## config.mk

```make
export PLATFORM = sky130hd
export DESIGN_NAME = nes_reader
export DESIGN_NICKNAME = d
export VERILOG_FILES = /design/src/rtl/nes_reader.sv
export SDC_FILE = /design/constraint.sdc
export NUM_CORES = 1
export LEC_CHECK = 0
export CAP_MARGIN = 15
export CORE_MARGIN = 1
export CORE_UTILIZATION = 35
export DETAILED_ROUTE_END_ITERATION = 8
export PLACE_DENSITY = 0.66
export SYNTH_ARGS = -nofsm -noshare
export SYNTH_HDL_FRONTEND = slang
export SYNTH_SLANG_ARGS = --single-unit
```

## constraint.sdc

```tcl
create_clock -name clk -period 1.7 [get_ports clk]
set_clock_uncertainty 0.15 [all_clocks]
set_input_delay 0.34 -clock clk [delete_from_list [all_inputs] [get_ports clk]]
set_output_delay 0.34 -clock clk [all_outputs]
set_load 0.03 [all_outputs]
```

## src/rtl/nes_reader.sv

```systemverilog
// rtl/nes_reader.sv - NES controller poller: latch, 7 shift pulses, 8-bit frame capture.
// Optional NES_CHANGE_DETECT_EN adds a 'changed' strobe alongside valid.
`timescale 1ns/1ps
module nes_reader (
  input  logic       clk,
  input  logic       reset,
  input  logic       nes_clk_in,
  input  logic       start,
  input  logic       nes_data,
  output logic       nes_latch,
  output logic       nes_pulse,
  output logic [7:0] buttons,
  output logic       valid,
  output logic       busy
`ifdef NES_CHANGE_DETECT_EN
  ,
  output logic       changed
`endif
);

  typedef enum logic [2:0] {IDLE, ARM, LATCH, SHIFT, DONE} state_t;

  state_t     state;
  logic       data_meta;
  logic       data_sync;
  logic       clk_prev;
  logic [2:0] bit_cnt;
  logic [7:0] shift_reg;
  logic       rise;
  logic       fall;
  logic [7:0] frame_next;

  assign rise       = nes_clk_in & ~clk_prev;
  assign fall       = ~nes_clk_in & clk_prev;
  // Final frame as it will look once bit7 lands; buttons and changed both use it.
  assign frame_next = {~data_sync, shift_reg[6:0]};

  always_ff @(posedge clk or negedge reset) begin
    if (!reset) begin
      state     <= IDLE;
      data_meta <= 1'b1;
      data_sync <= 1'b1;
      clk_prev  <= 1'b1;
      bit_cnt   <= 3'd0;
      shift_reg <= 8'h00;
      nes_latch <= 1'b0;
      nes_pulse <= 1'b0;
      buttons   <= 8'h00;
      valid     <= 1'b0;
      busy      <= 1'b0;
`ifdef NES_CHANGE_DETECT_EN
      changed   <= 1'b0;
`endif
    end else begin
      data_meta <= nes_data;
      data_sync <= data_meta;
      clk_prev  <= nes_clk_in;
      valid     <= 1'b0;
`ifdef NES_CHANGE_DETECT_EN
      changed   <= 1'b0;
`endif
      case (state)
        IDLE: begin
          if (start) begin
            state <= ARM;
            busy  <= 1'b1;
          end
        end
        ARM: begin
          if (rise) begin
            state     <= LATCH;
            nes_latch <= 1'b1;
          end
        end
        LATCH: begin
          if (rise) begin
            nes_latch    <= 1'b0;
            shift_reg[0] <= ~data_sync;
            bit_cnt      <= 3'd1;
            state        <= SHIFT;
          end
        end
        SHIFT: begin
          if (rise && !nes_pulse) begin
            nes_pulse <= 1'b1;
          end else if (fall && nes_pulse) begin
            nes_pulse          <= 1'b0;
            shift_reg[bit_cnt] <= ~data_sync;
            // bit_cnt stops at 7 so it cannot wrap inside a frame.
            if (bit_cnt == 3'd7) begin
              state   <= DONE;
              valid   <= 1'b1;
              buttons <= frame_next;
`ifdef NES_CHANGE_DETECT_EN
              changed <= (frame_next != buttons);
`endif
            end else begin
              bit_cnt <= bit_cnt + 3'd1;
            end
          end
        end
        DONE: begin
          state   <= IDLE;
          busy    <= 1'b0;
          bit_cnt <= 3'd0;
        end
        default: begin
          state <= IDLE;
          busy  <= 1'b0;
        end
      endcase
    end
  end

endmodule

```

==> summary.txt <==
Routability Congestion: 0.907
height of the die: 63.2 um
Clock transition at path regs: 0.10 ns
Critical Path AT: 1.80 ns
Leakage: 0.867 nW
max reg flops: 8
final WL: 2.72 mm
Avg Synthesized Cell Area: 11.6 um2
placed cell area: 0.00164 mm2
fin crit period: 1.79 ns
Finish-stage setup viols: 9
final instance area: 0.00176 mm2
Worst setup EP type: flip-flop
Synth Warn #: 0
min-delay src: data_meta
antenna-violating nets left: 0
Slew HR: 79.7%
share of cells above drive strength 1: 31.5%
Fmax: 559 MHz
Crit Path Max Fanout: 9
setup_tns: -0.667 ns
first-pass GRT wire length: 4.75 mm
Detailed Place HPWL: 1.97 mm
initial core utilization: 37.8%
max-slew violation count: 0
Distinct cells, synth: 34
FP Rows: 21
initial antenna violation count: 0
failing checks: setup timing
R2R Setup Slk: -0.09 ns
Syn-to-layout area delta: 34.4%
hold_ws: 0.215 ns
Cell Area, Synth: 0.00131 mm2
pin count of the biggest net entering global routing: 29
Max clock buf depth: 2
via count: 977
final worst-path cycle share: 105%
Syn Nets: 120
MaxCap Viol Count: 0
R2R cell count: 6
H-tree lvl count: 1
# DRC: 0
Final Non-Filler Cells: 192
Worst Path Required: 1.72 ns
DRT iter0 DRCs: 85
CTS tree: yes
drt pass-1 iters: 4
part of the Yosys area used for sequential elements: 53.7%
I/O pin total: 17
Port Buffers: 16
Hold Path Sink: data_sync
Pwr per Cell Area: 1550 mW/mm2
Sink Count: 28
peak supply drop: 0.000933 V
Crit Reg-Reg Endpoint: buttons[0]
die area: 0.00400 mm2
synthesized flop and latch total: 28
most frequent cells in the layout: dfrtp_1, buf_4, inv_1
Die X: 63.2 um
Hold Path Depth: 0
ANT cells: 0
Post-Synthesis Cells: 113
most common cell after layout, fill and taps aside: dfrtp_1
Clock Latency Late Sink: 0.28 ns
Slew @ Worst Pin: 0.306 ns
Reg2Reg Launch Point: bit_cnt[0]
hold buffer count at cts: 0
Final Hold Viols: 0
CORE AREA: 0.00347 mm2
final worst slack: -0.0878 ns
status: finished with violations
nets: 154
TritonCTS buffer count: 3
Min-Delay Path Class: reg -> reg
routed len/inst: 14.2 um
DR vias/cell: 5.09
element type at the critical path start: flip-flop
vias in the first global route: 1020
GRT Util Overall: 14.9%
RSZ-0062 raised after global routing: true
remaining global-route overflow: 0
clock root buffer: clkbuf_8
Crit Path Category: reg -> reg
Placed Cells: 185
==> cells in the mapped netlist, drive strengths merged <==
cell type / count / area [um2]
a21oi: 3 / 15.0
buf: 4 / 21.3
dfrtp: 25 / 626
nand4: 3 / 18.8
nor4: 3 / 46.3
and2b: 1 / 7.51
o31ai: 2 / 15.0
nand2b: 1 / 6.26
mux2i: 8 / 80.1
a31oi: 2 / 12.5
and3: 1 / 6.26
o21ai: 10 / 50.1
a2bb2oi: 1 / 8.76
nand3: 4 / 20.0
nand2: 3 / 11.3
clkbuf: 1 / 3.75
nand4b: 2 / 32.5
or3: 1 / 11.3
dfstp: 3 / 78.8
a222oi: 1 / 10.0
nor2: 6 / 30.0
nor3: 1 / 5.00
ha: 2 / 25.0
mux2: 7 / 78.8
and4bb: 1 / 12.5
a211oi: 1 / 7.51
nor2b: 2 / 20.0
inv: 14 / 52.6
==> how the worst max path moves through the flow <==
stage	from	endpoint	slack (ns)	depth (start not counted)
after floorplan	bit_cnt[0]	buttons[0]	-0.10	5
final	bit_cnt[0]	buttons[0]	-0.09	6
after CTS	bit_cnt[0]	buttons[0]	-0.1	6
after detailed placement	nes_clk_in	shift_reg[1]	-0.40	5
after global routing	bit_cnt[0]	buttons[0]	-0.18	6
after global placement	nes_clk_in	buttons[5]	-0.29	5
==> layer usage <==
metal,GRT usage (%),part of all wire (%),vias up
met2,27.4,54,24
met3,3.26,3.6,2
met4,1.70,0.44,0
met1,18.3,42,489
met5,0,0,-
li1,-,-,462
==> report_power, final <==
part / switching (mW) / leakage (nW) / internal (mW)
sequential: 0.164 / 0.322 / 0.877
clock: 0.215 / 0.0357 / 0.316
combinational: 0.691 / 0.509 / 0.477
total: 1.07 / 0.867 / 1.67
==> stage by stage <==
stage / setup WS [ns] / utilization [%] / total power [mW]
after global placement: -0.286 / 47.4 / 2.14
after global routing: -0.179 / 50.9 / 2.91
final: -0.0878 / 50.9 / 2.74
after CTS: -0.0964 / 50.2 / 2.73
after detailed placement: -0.399 / 47.4 / 2.20
after floorplan: -0.103 / - / 1.75
==> cells by family after synthesis <==
| family | count (synthesis) | share of synthesized area [%] |
|---|---|---|
| simple gates | 29 | 17.3 |
| flops | 28 | 53.7 |
| compound gates | 20 | 9.06 |
| buf+inv | 19 | 5.91 |
| mux | 15 | 12.1 |
| fa+ha+maj | 2 | 1.91 |
==> worst max-delay path, stage by stage, from the launching register on <==
cell and delay, ns:
dfrtp_1 0.37, ha_1 0.15, ha_1 0.15, nand4b_1 0.21
nor2_4 0.17, buf_12 0.14, mux2_2 0.33
==> area by class of cell <==
class                      count  area, um2
fill                         318       1700
sequential                    28        706
multi-input combinational     66        573
timing repair buffer          34        304
tap                           46       57.6
inverter                      14       52.6
clock buffer                   3       41.3
clock inverter                 1       30.0
==> repair_timing <==
action / in CTS / in global routing
buffers inserted: 2 / 1
gates resized for setup: 19 / 4
pin swaps: 2 / 1
endpoints found under the setup margin: 26 / 16
Note: power is estimated with default switching activity, not from simulation.
